`src/rtl/axi_init_pkg.sv`:
```
`default_nettype none
// ============================================================================
// Module      : axi_init_pkg
// Description : Shared types, AXI widths and constants for the AXI4 read
//               initiator: FSM state encoding, err bit positions, fixed
//               AR field values and the request legality check.
// Revision    : 1.0  initial release
// ============================================================================
package axi_init_pkg;

  // Bus widths
  localparam int AXI_ID_BITS   = 4;
  localparam int AXI_ADDR_BITS = 32;
  localparam int AXI_LEN_BITS  = 4;
  localparam int AXI_SIZE_BITS = 3;
  localparam int AXI_DATA_BITS = 32;

  // Output register payload: {last, data}
  localparam int OUT_PAYLOAD_BITS = AXI_DATA_BITS + 1;

  typedef enum logic [1:0] {
    ST_IDLE = 2'd0,
    ST_ADDR = 2'd1,
    ST_DATA = 2'd2,
    ST_FIN  = 2'd3
  } state_t;

  // Bit positions inside the 4-bit err status
  localparam int ERR_RESP   = 0;
  localparam int ERR_ID     = 1;
  localparam int ERR_LEN    = 2;
  localparam int ERR_REJECT = 3;

  localparam logic [AXI_SIZE_BITS-1:0] SIZE_WORD  = 3'b010;
  localparam logic [1:0]               BURST_INCR = 2'b01;
  localparam logic [1:0]               RESP_OKAY  = 2'b00;

  // A request is legal when word-aligned and the burst ends at or before the
  // next 4 KB page boundary. Only the in-page offset matters for either test.
  function automatic logic req_is_legal(input logic [11:0] offs,
                                        input logic [AXI_LEN_BITS-1:0] len);
    logic [12:0] end_offs;
    end_offs = {1'b0, offs} + {7'd0, len, 2'b00} + 13'd4;
    return (offs[1:0] == 2'b00) && (end_offs <= 13'd4096);
  endfunction

endpackage
`default_nettype wire

```
`src/rtl/axi_read_initiator_if.sv`:
```
`default_nettype none
// ============================================================================
// Module      : axi_rd_if
// Description : AXI4 read address + read data channels.
//               master modport : drives AR*, RREADY
//               slave  modport : drives ARREADY, R*
// Revision    : 1.0  initial release
// ============================================================================
interface axi_rd_if;
  import axi_init_pkg::*;

  logic [AXI_ID_BITS-1:0]   ARID;
  logic [AXI_ADDR_BITS-1:0] ARADDR;
  logic [AXI_LEN_BITS-1:0]  ARLEN;
  logic [AXI_SIZE_BITS-1:0] ARSIZE;
  logic [1:0]               ARBURST;
  logic                     ARVALID;
  logic                     ARREADY;

  logic [AXI_ID_BITS-1:0]   RID;
  logic [AXI_DATA_BITS-1:0] RDATA;
  logic [1:0]               RRESP;
  logic                     RLAST;
  logic                     RVALID;
  logic                     RREADY;

  modport master (
    output ARID, ARADDR, ARLEN, ARSIZE, ARBURST, ARVALID,
    input  ARREADY,
    input  RID, RDATA, RRESP, RLAST, RVALID,
    output RREADY
  );

  modport slave (
    input  ARID, ARADDR, ARLEN, ARSIZE, ARBURST, ARVALID,
    output ARREADY,
    output RID, RDATA, RRESP, RLAST, RVALID,
    input  RREADY
  );

endinterface
`default_nettype wire

```
`src/rtl/axi_out_reg.sv`:
```
`default_nettype none
// ============================================================================
// Module      : axi_out_reg
// Description : Single-entry valid/ready pipeline register. Accepts a new
//               word whenever empty or being drained in the same cycle, so
//               a continuously ready consumer sees one word per cycle.
// Ports       : clk, rst_n        clock, synchronous active-low reset
//               in_valid/in_ready/in_data     upstream handshake
//               out_valid/out_ready/out_data  downstream handshake
// Revision    : 1.0  initial release
// ============================================================================
module axi_out_reg
  import axi_init_pkg::*;
#(
  parameter int WIDTH = OUT_PAYLOAD_BITS
) (
  input  logic             clk,
  input  logic             rst_n,
  input  logic             in_valid,
  output logic             in_ready,
  input  logic [WIDTH-1:0] in_data,
  output logic             out_valid,
  input  logic             out_ready,
  output logic [WIDTH-1:0] out_data
);

  logic             r_valid;
  logic [WIDTH-1:0] r_data;

  assign in_ready  = !r_valid || out_ready;
  assign out_valid = r_valid;
  assign out_data  = r_data;

  always_ff @(posedge clk) begin
    if (!rst_n) begin
      r_valid <= 1'b0;
      r_data  <= '0;
    end else if (in_valid && in_ready) begin
      // Load wins over drain: simultaneous load+drain keeps valid high
      r_valid <= 1'b1;
      r_data  <= in_data;
    end else if (out_ready) begin
      r_valid <= 1'b0;
    end
  end

endmodule
`default_nettype wire

```
`src/rtl/axi_read_initiator.sv`:
```
`default_nettype none
// ============================================================================
// Module      : axi_read_initiator
// Description : Single-outstanding AXI4 read master. Converts a burst request
//               (addr, len, id) into one AR transaction and streams the R
//               beats through a one-entry output register, checking RRESP,
//               RID and beat count. Illegal requests (misaligned or 4 KB
//               crossing) complete immediately with err[3].
// Ports       : clk, rst_n                       clock, sync active-low reset
//               req_valid/req_ready/req_addr/req_len/req_id   burst request
//               axi (axi_rd_if.master)           AXI4 AR + R channels
//               out_valid/out_ready/out_data/out_last         beat stream
//               done, err                        completion pulse + status
// Revision    : 1.0  initial release
// ============================================================================
module axi_read_initiator
  import axi_init_pkg::*;
(
  input  logic                     clk,
  input  logic                     rst_n,

  input  logic                     req_valid,
  output logic                     req_ready,
  input  logic [AXI_ADDR_BITS-1:0] req_addr,
  input  logic [AXI_LEN_BITS-1:0]  req_len,
  input  logic [AXI_ID_BITS-1:0]   req_id,

  axi_rd_if.master                 axi,

  output logic                     out_valid,
  input  logic                     out_ready,
  output logic [AXI_DATA_BITS-1:0] out_data,
  output logic                     out_last,

  output logic                     done,
  output logic [3:0]               err
);

  state_t                   r_state;
  logic [AXI_ADDR_BITS-1:0] r_addr;
  logic [AXI_LEN_BITS-1:0]  r_len;
  logic [AXI_ID_BITS-1:0]   r_id;
  logic [AXI_SIZE_BITS-1:0] r_arsize;
  logic [1:0]               r_arburst;
  logic                     r_arvalid;
  logic [4:0]               r_cnt;
  logic [3:0]               r_err;
  logic                     r_done;

  logic                        w_buf_in_ready;
  logic                        w_rd_en;
  logic                        w_rready;
  logic                        w_r_hs;
  logic                        w_beat_is_final;
  logic                        w_drain_ok;
  logic [OUT_PAYLOAD_BITS-1:0] w_out_payload;

  assign w_rd_en         = (r_state == ST_DATA);
  assign w_rready        = w_rd_en && w_buf_in_ready;
  assign w_r_hs          = w_rready && axi.RVALID;
  // Beat index currently arriving is the one the length says should be last
  assign w_beat_is_final = (r_cnt == {1'b0, r_len});
  // Buffer empty now or emptying this cycle
  assign w_drain_ok      = !out_valid || out_ready;

  assign req_ready   = (r_state == ST_IDLE);
  assign axi.ARID    = r_id;
  assign axi.ARADDR  = r_addr;
  assign axi.ARLEN   = r_len;
  assign axi.ARSIZE  = r_arsize;
  assign axi.ARBURST = r_arburst;
  assign axi.ARVALID = r_arvalid;
  assign axi.RREADY  = w_rready;

  assign done     = r_done;
  assign err      = r_err;
  assign out_last = w_out_payload[AXI_DATA_BITS];
  assign out_data = w_out_payload[AXI_DATA_BITS-1:0];

  axi_out_reg #(
    .WIDTH (OUT_PAYLOAD_BITS)
  ) u_out_reg (
    .clk       (clk),
    .rst_n     (rst_n),
    .in_valid  (w_rd_en && axi.RVALID),
    .in_ready  (w_buf_in_ready),
    .in_data   ({axi.RLAST, axi.RDATA}),
    .out_valid (out_valid),
    .out_ready (out_ready),
    .out_data  (w_out_payload)
  );

  always_ff @(posedge clk) begin
    if (!rst_n) begin
      r_state   <= ST_IDLE;
      r_addr    <= '0;
      r_len     <= '0;
      r_id      <= '0;
      r_arsize  <= '0;
      r_arburst <= '0;
      r_arvalid <= 1'b0;
      r_cnt     <= '0;
      r_err     <= '0;
      r_done    <= 1'b0;
    end else begin
      r_done <= 1'b0;
      case (r_state)
        ST_IDLE: begin
          if (req_valid) begin
            r_addr    <= req_addr;
            r_len     <= req_len;
            r_id      <= req_id;
            r_arsize  <= SIZE_WORD;
            r_arburst <= BURST_INCR;
            r_cnt     <= '0;
            r_err     <= '0;
            if (!req_is_legal(req_addr[11:0], req_len)) begin
              // Rejected: done is raised on entry to FIN so it appears at N+1
              r_err[ERR_REJECT] <= 1'b1;
              r_done            <= 1'b1;
              r_state           <= ST_FIN;
            end else begin
              r_arvalid <= 1'b1;
              r_state   <= ST_ADDR;
            end
          end
        end

        ST_ADDR: begin
          if (axi.ARREADY) begin
            r_arvalid <= 1'b0;
            r_state   <= ST_DATA;
          end
        end

        ST_DATA: begin
          if (w_r_hs) begin
            r_cnt <= r_cnt + 5'd1;
            if (axi.RRESP != RESP_OKAY) r_err[ERR_RESP] <= 1'b1;
            if (axi.RID != r_id)        r_err[ERR_ID]   <= 1'b1;
            // Early RLAST, or the expected final beat without RLAST. Beats
            // past the expected count keep being accepted until RLAST.
            if (axi.RLAST != w_beat_is_final) r_err[ERR_LEN] <= 1'b1;
            if (axi.RLAST) r_state <= ST_FIN;
          end
        end

        ST_FIN: begin
          // done is held off until the buffered final beat has left; the
          // state stays FIN for the done cycle so req_ready rises after it.
          if (r_done) begin
            r_state <= ST_IDLE;
          end else if (w_drain_ok) begin
            r_done <= 1'b1;
          end
        end

        default: r_state <= ST_IDLE;
      endcase
    end
  end

endmodule
`default_nettype wire

```
`src/flat_wrapper.sv`:
```
// flat-port wrapper written by rule: the top's interface ports become plain ports
module axi_read_initiator_flat import axi_init_pkg::*;
  (clk, rst_n, req_valid, req_ready, req_addr, req_len, req_id, out_valid, out_ready, out_data, out_last, done, err, axi_ARID, axi_ARADDR, axi_ARLEN, axi_ARSIZE, axi_ARBURST, axi_ARVALID, axi_ARREADY, axi_RID, axi_RDATA, axi_RRESP, axi_RLAST, axi_RVALID, axi_RREADY);
  axi_rd_if axi_i ();
  input  logic clk;
  input  logic rst_n;
  input  logic req_valid;
  output logic req_ready;
  input  logic [AXI_ADDR_BITS-1:0] req_addr;
  input  logic [AXI_LEN_BITS-1:0] req_len;
  input  logic [AXI_ID_BITS-1:0] req_id;
  output logic out_valid;
  input  logic out_ready;
  output logic [AXI_DATA_BITS-1:0] out_data;
  output logic out_last;
  output logic done;
  output logic [3:0] err;
  output wire logic [$bits(axi_i.ARID)-1:0] axi_ARID;
  output wire logic [$bits(axi_i.ARADDR)-1:0] axi_ARADDR;
  output wire logic [$bits(axi_i.ARLEN)-1:0] axi_ARLEN;
  output wire logic [$bits(axi_i.ARSIZE)-1:0] axi_ARSIZE;
  output wire logic [$bits(axi_i.ARBURST)-1:0] axi_ARBURST;
  output wire logic [$bits(axi_i.ARVALID)-1:0] axi_ARVALID;
  input wire logic [$bits(axi_i.ARREADY)-1:0] axi_ARREADY;
  input wire logic [$bits(axi_i.RID)-1:0] axi_RID;
  input wire logic [$bits(axi_i.RDATA)-1:0] axi_RDATA;
  input wire logic [$bits(axi_i.RRESP)-1:0] axi_RRESP;
  input wire logic [$bits(axi_i.RLAST)-1:0] axi_RLAST;
  input wire logic [$bits(axi_i.RVALID)-1:0] axi_RVALID;
  output wire logic [$bits(axi_i.RREADY)-1:0] axi_RREADY;
  assign axi_ARID = axi_i.ARID;
  assign axi_ARADDR = axi_i.ARADDR;
  assign axi_ARLEN = axi_i.ARLEN;
  assign axi_ARSIZE = axi_i.ARSIZE;
  assign axi_ARBURST = axi_i.ARBURST;
  assign axi_ARVALID = axi_i.ARVALID;
  assign axi_i.ARREADY = axi_ARREADY;
  assign axi_i.RID = axi_RID;
  assign axi_i.RDATA = axi_RDATA;
  assign axi_i.RRESP = axi_RRESP;
  assign axi_i.RLAST = axi_RLAST;
  assign axi_i.RVALID = axi_RVALID;
  assign axi_RREADY = axi_i.RREADY;
  axi_read_initiator u_core (.clk(clk), .rst_n(rst_n), .req_valid(req_valid), .req_ready(req_ready), .req_addr(req_addr), .req_len(req_len), .req_id(req_id), .axi(axi_i), .out_valid(out_valid), .out_ready(out_ready), .out_data(out_data), .out_last(out_last), .done(done), .err(err));
endmodule
```
`config.mk`:
```
export PLATFORM = sky130hd
export DESIGN_NAME = axi_read_initiator_flat
export DESIGN_NICKNAME = d
export VERILOG_FILES = /design/src/rtl/axi_init_pkg.sv /design/src/rtl/axi_read_initiator_if.sv /design/src/rtl/axi_out_reg.sv /design/src/rtl/axi_read_initiator.sv /design/src/flat_wrapper.sv
export SDC_FILE = /design/constraint.sdc
export NUM_CORES = 1
export LEC_CHECK = 0
export CAP_MARGIN = 20
export CORE_MARGIN = 2
export CORE_UTILIZATION = 41
export DETAILED_ROUTE_END_ITERATION = 6
export GPL_TIMING_DRIVEN = 0
export PLACE_DENSITY_LB_ADDON = 0.15
export SLEW_MARGIN = 5
export SYNTH_ARGS = -nofsm -noshare
export SYNTH_HDL_FRONTEND = slang
export SYNTH_SLANG_ARGS = --single-unit
```
`constraint.sdc`:
```
create_clock -name clk -period 3.3 [get_ports clk]
set_clock_uncertainty 0.2 [all_clocks]
set_input_delay 0.495 -clock clk [delete_from_list [all_inputs] [get_ports clk]]
set_output_delay 0.495 -clock clk [all_outputs]
set_load 0.01 [all_outputs]
```
**Yosys cells after proc, flatten, opt, wreduce, memory -nomap -nowiden**

Cells that the tools add are included.

- Output and inout port bits: 87
- Input port bits: 85
- Register bits after elaboration: 88
- Word-level logic and storage cells: 80

- $add $sub $neg: 3
- Order comparisons: 1
- Equality and inequality tests: 15
- Reductions and logical operators: 20
- Multiplexer cells: 27

Operators by type and width:

| operator | number |
|---|---|
| $reduce_and 4->1 | 4 |
| $ne 2x2->1 const B | 7 |
| $add 12x6->13 | 1 |
| $add 13x3->13 const B | 1 |
| $le 13x13->1 const B | 1 |
| $mux 1 | 12 |
| $mux 2 | 6 |
| $mux 5 | 2 |
| $pmux 5 s2 | 1 |
| $pmux 2 s4 | 1 |
| $reduce_bool 2->1 | 4 |
| $mux 3 | 2 |
| $pmux 3 s2 | 1 |
| $add 5x1->5 const B | 1 |
| $eq 5x4->1 | 1 |
| $logic_and 1x1->1 | 5 |
| $reduce_and 5->1 | 1 |
| $eq 2x2->1 const B | 2 |
| $logic_not 2->1 | 2 |
| $ne 2x1->1 const B | 2 |
| $ne 4x4->1 | 1 |
| $pmux 1 s2 | 2 |
| $reduce_and 3->1 | 1 |
| $eq 2x1->1 const B | 1 |
| 4 further kinds | 4 |

**Depth between registers and ports, before layout**

Gate-level depths: netlist (run 1).

- Depth after elaboration: 7
- Mapped depth: 11
- Mapped depth without buffers: 11

**Modules after synthesis**

A second synthesis (run 1) with hierarchy kept.

- Cell total of the unflattened synthesis: 452
- Area, all modules: 3876.2 um^2

By module, submodules not included:

| module | times used | cells each | area an instance (um^2) | seq. area each (um^2) |
|---|---|---|---|---|
| axi_read_initiator | 1 | 304 | 2481.1 | 1081.0 |
| axi_out_reg | 1 | 148 | 1395.1 | 680.7 |

**Least setup slack after synthesis (run 1)**

OpenSTA, ideal clock, no wires.

- Path type: input-to-reg
- Start: in req_addr[3]
- End: reg u_core.r_state[1]
- Arrival time: 2400 ps
- Stages on the path: 8
- Setup time: 146 ps
- Required time: 2954 ps
- Buffers on the path: 0
- Path slack: 553 ps
- Cell sequence: ha_1 ha_1 inv_1 fa_1 nand4_1 a2111o_1 a311oi_4 a311oi_1

- Longest elaborated chain between the ends: 7

Ends and longest elaborated chain:

| what | line | RTL |
|---|---|---|
| start: declaration | flat_wrapper.sv:9 | `input logic [AXI_ADDR_BITS-1:0] req_addr;` |
| $add 12x6->13 | axi_init_pkg.sv:43 | `end_offs = {1'b0, offs} + {7'd0, len, 2'b00} + 13'd4;` |
| $add 13x3->13 | axi_init_pkg.sv:43 |  |
| $le 13x13->1 | axi_init_pkg.sv:44 | `return (offs[1:0] == 2'b00) && (end_offs <= 13'd4096);` |
| $logic_and 1x1->1 | axi_init_pkg.sv:44 |  |
| $mux 2 | axi_read_initiator.sv:117 | `if (!req_is_legal(req_addr[11:0], req_len)) begin` |
| $mux 2 | axi_read_initiator.sv:109 | `if (req_valid) begin` |
| $pmux 2 s4 | axi_read_initiator.sv:107 | `case (r_state)` |
| end signal: assignment | axi_read_initiator.sv:121 | `r_state <= ST_FIN;` |
| end signal: assignment | axi_read_initiator.sv:124 | `r_state <= ST_ADDR;` |
| end signal: assignment | axi_read_initiator.sv:132 | `r_state <= ST_DATA;` |
| end: declaration | axi_read_initiator.sv:39 | `state_t r_state;` |

Every way passes these cells. The select of a mux whose other input is x is not followed.
A chain may end at the register's enable or synchronous reset.

**Worst setup path in the final report (run 1)**

Ends and elaborated chain as after synthesis.

==> results by group, run 1 <==
Status
  • Status: complete, no violations

Global route
  • Gr usage total: 20.7%
  • Met1 usage: 24.9%
  • Global-route wire length before repair: 16,200 µm
  • Overflow left after global routing: 0
  • GRT busiest layer: met2
  • Largest net degree at the start of global routing: 14
  • M2 GR Usage: 35.0%
  • Initial antenna violation count: 0
  • Met3 usage: 5.87%
  • Vias in the first global route: 3,475

Power
  • LEAKAGE: 2.03 nW
  • PD cells: 596 nW/µm²
  • Worst VDD drop: 0.000315 V

Floorplanning
  • Row cnt: 34
  • I/O Pins: 172
  • Die Width: 97.9 µm
  • Die area: 9590 µm²
  • Core Area: 8640 µm²
  • Initial Util: 41.9%
  • Height of the chip: 97.9 µm

Logic synthesis
  • Top cells by area, synth: dfxtp_1 (49%), nand2_1 (15%), a21oi_1 (11%)
  • Register bit count reported by yosys: 88
  • Library cells used by synthesis: 41
  • Seq/Total Area, Yosys: 48.7%
  • Top cell type's share of synthesized area: 48.7%
  • Netlist Area Pre-Place: 3620 µm²
  • Async SR Flop Fraction: 0%
  • YS warnings: 0
  • Primary FF master, synth: dfxtp_1
  • Synth Area per Inst: 8.00 µm²
  • Post-synthesis cell count: 452
  • Number of enable flip-flop cells after synthesis: 0
  • Post-synth top area cell: dfxtp_1

Worst setup path
  • CP max FO: 4
  • Flop2flop setup slack: 850 ps
  • CP Launch Type: primary input
  • Critical path arrival: 3110 ps
  • Worst reg2reg endpoint: u_core.r_state[1]$_SDFFE_PN0P_
  • CP endpoint kind: flop
  • Worst flop-to-flop path startpoint: u_core.r_state[0]$_SDFFE_PN0P_
  • WP data required: 3310 ps
  • Critical path class: in2reg
  • Reg2Reg Depth: 6

STA
  • Actual slew at the worst max-slew pin: 560 ps
  • Slew headroom: 62.4%
  • Hold Vio Cnt, Final: 0
  • Fmax achieved: 322 MHz
  • Tmin final: 3110 ps
  • Final Setup Violations: 0
  • RSZ-0062 raised after global routing: no
  • Final Cycle Share: 94.1%
  • Slew Limit Fails: 0

Detailed routing
  • Final ANT Viol Nets: 0
  • Final WL: 10,000 µm
  • Router iterations before antenna repair: 4
  • DRC Markers: 0
  • DR iter-0 viols: 138
  • WL/cell: 13.5 µm
  • Via count: 3,607
  • Vias per cell: 4.85

Place
  • Gp weighted congestion: 0.819
  • Area after DPL: 5440 µm²
  • Final HPWL from detailed placement: 7620 µm
  • Input/output buffers: 168

Finish
  • Antenna cells: 0
  • Commonest non-fill, non-tap cells in the layout: clkdlybuf4s50_1 (168), nand2_1 (149), dfxtp_1 (88)
  • Fin util: 65.0%
  • Nets: 732
  • Filler instances: 781
  • Post-route cell area: 5620 µm²
  • Commonest non-fill, non-tap cell in the layout: clkdlybuf4s50_1
  • Area grow syn2layout: 55.3%
  • Proportion of layout cells with a drive suffix above 1: 3.62%

Hold path
  • Worst hold path type: reg2reg
  • WHS Endpoint: u_core.axi.ARADDR[19]$_SDFFE_PN0P_
  • Hold Startpoint: u_core.axi.ARADDR[19]$_SDFFE_PN0P_
  • Worst hold stages: 2

Clock network
  • H-tree Lvls: 3
  • TritonCTS clock tree: yes
  • Clk slew on worst S/H paths: 80 ps
  • Post-CTS Setup Repair Bufs: 0
  • Number of buffers created by CTS: 9
  • Clock Latency Late Sink: 350 ps
  • CTS Hold Bufs: 0
  • Max clock buf depth: 2
  • Clock Sink Count: 88
  • Root Buffer: clkbuf_8
  • PostCTS Resize Cnt: 0

Run
  • Max Cap Viol: 0
[flip-flops by register name, summed over array words and instances (netlist names)]
| name | count |
|---|---|
| u_core.r_state | 2 |
| u_core.done | 1 |
| u_core.r_cnt | 5 |
| u_core.axi.ARADDR | 32 |
| u_core.err | 4 |
| u_core.axi.ARVALID | 1 |
| u_core.axi.ARSIZE | 1 |
| u_core.axi.ARLEN | 4 |
| u_core.axi.ARID | 4 |
| u_core.u_out_reg.out_data | 33 |
| u_core.u_out_reg.out_valid | 1 |
[power breakdown]
group / internal (W) / switching (W)
sequential: 0.00124 / 0.000108
clock: 0.000340 / 0.000368
combinational: 0.000642 / 0.000642
[critical path, stage by stage]
cell             delay (ps)
clkdlybuf4s50_1         450
ha_1                    300
ha_1                    180
inv_1                    60
fa_1                    500
nand4_1                 130
a2111o_1                440
a311oi_4                380
a311oi_1                170
[logic make-up after synthesis]
family | count (synthesis) | share of synthesized area (%)
xor gates and xnor gates | 14 | 3.39
DFF | 88 | 48.7
adders and majority gates | 14 | 5.05
and+or+nand+nor | 191 | 21.5
buffers and inverters | 43 | 4.91
other | 1 | 0.104
muxes | 3 | 0.865
AOI/OAI and AO/OA | 98 | 15.5
[synthesized netlist by cell type, types with 4 or more instances]
library cell and count:
o21ai_0 4, nand3_1 6, ha_1 13, nor2_1 17, nor2b_1 4, clkbuf_1 20
nand2_1 149, xnor2_1 13, dfxtp_1 88, buf_1 5, inv_1 12, buf_4 4
a21oi_1 80
[layer usage]
layer / wire length, µm / vias up
li1: - / 1830
met1: 4370 / 1655
met2: 4740 / 108
met3: 721 / 14
met4: 187 / 0
met5: 0 / -
[worst max path at each step]
| stage | start | end | slack (ps) |
|---|---|---|---|
| finish | req_addr[3] | u_core.r_state[1]$_SDFFE_PN0P_ | 190 |
| floorplan | req_addr[3] | u_core.r_state[1]$_SDFFE_PN0P_ | 550 |
| global route | req_len[0] | u_core.r_state[1]$_SDFFE_PN0P_ | 60 |
| CTS | req_addr[3] | u_core.r_state[1]$_SDFFE_PN0P_ | 190 |
| global placement | req_addr[2] | u_core.r_state[1]$_SDFFE_PN0P_ | -100 |
| detailed placement | req_addr[2] | u_core.r_state[1]$_SDFFE_PN0P_ | -160 |
[stage by stage]
step                      power [W]  worst slack (ps)  cells  TNS (ps)  hold slack (ps)
after CTS                   0.00337               190    744         0              258
after global routing        0.00356              58.0    744         0              278
after floorplan             0.00203               553    454         0              281
after detailed placement    0.00266              -164    730      -551              246
final                       0.00334               194    744         0              255
after global placement      0.00263              -101    730      -351              241
[layout make-up]
class	count	area (µm²)	area share, %
clock inverter	4	47.5	0.847
multi-input combinational	323	1680	30.0
inverter	13	48.8	0.869
clock buffer	10	128	2.27
timing repair buffer	168	1680	29.9
buffer	30	129	2.30
sequential	88	1760	31.4
tap	108	135	2.41
Power figures use the tool's default switching activity.
==> run 2, diff against run 1 <==
- clock period: 3.3 -> 3.1 ns (I/O delays scaled with it)
==> results by group, run 2 (synthesized netlist as in run 1, its figures left out) <==
Status
  • Status: complete, no violations

Clock network
  • TritonCTS clock tree: yes
  • Number of buffers created by CTS: 9
  • Root Buffer: clkbuf_8
  • Clock Latency Late Sink: 350 ps
  • Clock Sink Count: 88
  • Max clock buf depth: 2
  • H-tree Lvls: 3
  • Clk slew on worst S/H paths: 80 ps

Global route
  • Global-route wire length before repair: 16,200 µm
  • Initial antenna violation count: 0
  • Gr usage total: 20.7%
  • Vias in the first global route: 3,475
  • Largest net degree at the start of global routing: 14
  • Overflow left after global routing: 0

Detailed routing
  • Vias per cell: 4.85
  • Final WL: 10000 µm
  • DRC Markers: 0
  • Final ANT Viol Nets: 0
  • WL/cell: 13.4 µm
  • DR iter-0 viols: 126
  • Via count: 3,614
  • Router iterations before antenna repair: 5

Hold path
  • Worst hold path type: in2reg

Finish
  • Commonest non-fill, non-tap cells in the layout: clkdlybuf4s50_1 (164), nand2_1 (149), dfxtp_1 (88)
  • FF/Latch Area: 1760 µm²
  • Proportion of layout cells with a drive suffix above 1: 4.40%
  • Area of the multi-input gates: 1700 µm²
  • Commonest non-fill, non-tap cell in the layout: clkdlybuf4s50_1
  • Nets: 733
  • Non-filler instance count after layout: 745
  • Filler instances: 779
  • Antenna cells: 0
  • Max reg flops: 33
  • Area grow syn2layout: 56.3%

Floorplanning
  • Die Width: 97.9 µm
  • Die area: 9590 µm²
  • I/O Pins: 172
  • Height of the chip: 97.9 µm
  • Core Area: 8640 µm²
  • Row cnt: 34
  • Initial Util: 41.9%

Worst setup path
  • Critical path class: in2reg
  • CP Launch Type: primary input
  • Critical path arrival: 3030 ps
  • CP endpoint kind: flop
  • WP data required: 3180 ps
  • CP max FO: 4

STA
  • Final Setup Violations: 0
  • Tmin final: 2950 ps
  • Final Cycle Share: 95.1%
  • Hold Vio Cnt, Final: 0
  • RSZ-0062 raised after global routing: no
  • Actual slew at the worst max-slew pin: 559 ps
  • Slew headroom: 62.5%
  • Slew Limit Fails: 0
  • Fmax achieved: 339 MHz

Place
  • Input/output buffers: 168
  • Final HPWL from detailed placement: 7620 µm
  • Gp weighted congestion: 0.819
  • Placed cell count: 730

Power
  • Worst VDD drop: 0.000335 V
  • Power, Total: 0.00357 W
  • PD cells: 632 nW/µm²
  • LEAKAGE: 2.08 nW

Run
  • Max Cap Viol: 0
run 2: layout make-up:
class	count	area share, %
Sequential cell	88	31.2
Multi-Input combinational cell	323	30.1
Timing Repair Buffer	169	30.1
Tap cell	108	2.39
Buffer	30	2.28
Clock buffer	10	2.26
Inverter	13	0.863
Clock inverter	4	0.841
run 2: final timing paths:
kind	from	to	slack (ps)	depth (start not counted)
worst max-delay path	req_len[2]	u_core.axi.ARVALID$_SDFFE_PN0P_	150	9
worst min-delay path	req_addr[2]	u_core.axi.ARADDR[2]$_SDFFE_PN0P_	200	3
worst max register to register	u_core.r_state[0]$_SDFFE_PN0P_	u_core.r_state[1]$_SDFFE_PN0P_	650	6
worst min register to register	u_core.axi.ARADDR[19]$_SDFFE_PN0P_	u_core.axi.ARADDR[19]$_SDFFE_PN0P_	260	2
run 2: worst max-delay path: stages:
cell and delay [ps]:
clkdlybuf4s50_1 450, ha_1 330, inv_1 70, fa_1 550
nand4_1 160, nor4b_2 340, a21oi_2 110, a311oi_4 330
mux2i_1 230
run 2: repair_timing:
| item | CTS | global route |
|---|---|---|
| buffers inserted | 0 | 1 |
| setup endpoints to repair | 0 | 4 |
| resized for setup | 0 | 8 |
| hold buffers | 0 | 0 |
run 2: stage by stage:
step | util (%) | hold WS [ps] | worst slack [ps] | cell area, µm² | setup TNS, ps
6_report | 65.4 | 197 | 152 | 5650 | 0
5_1_grt | 65.4 | 207 | 40.9 | 5650 | 0
4_1_cts | 65.0 | 258 | 19.7 | 5620 | 0
3_5_place_dp | 63.0 | 246 | -334 | 5440 | -1230
3_3_place_gp | 63.0 | 241 | -271 | 5440 | -1030
2_1_floorplan | - | 281 | 383 | 3620 | 0
run 2: layer usage:
layer  wire length, µm  track usage, %  up-vias
met5                 0               0        -
li1                  -               -     1828
met4               191            8.12        0
met2              4740            35.0      116
met1              4300            24.9     1655
met3               766            5.87       15
run 2: power by group:
group          switching (W)  internal, W  leakage [nW]  total (W)
logic               0.000689     0.000689          1.27    0.00138
registers           0.000114      0.00132         0.718    0.00144
clock network       0.000392     0.000362        0.0880   0.000754
total                0.00120      0.00238          2.08    0.00357
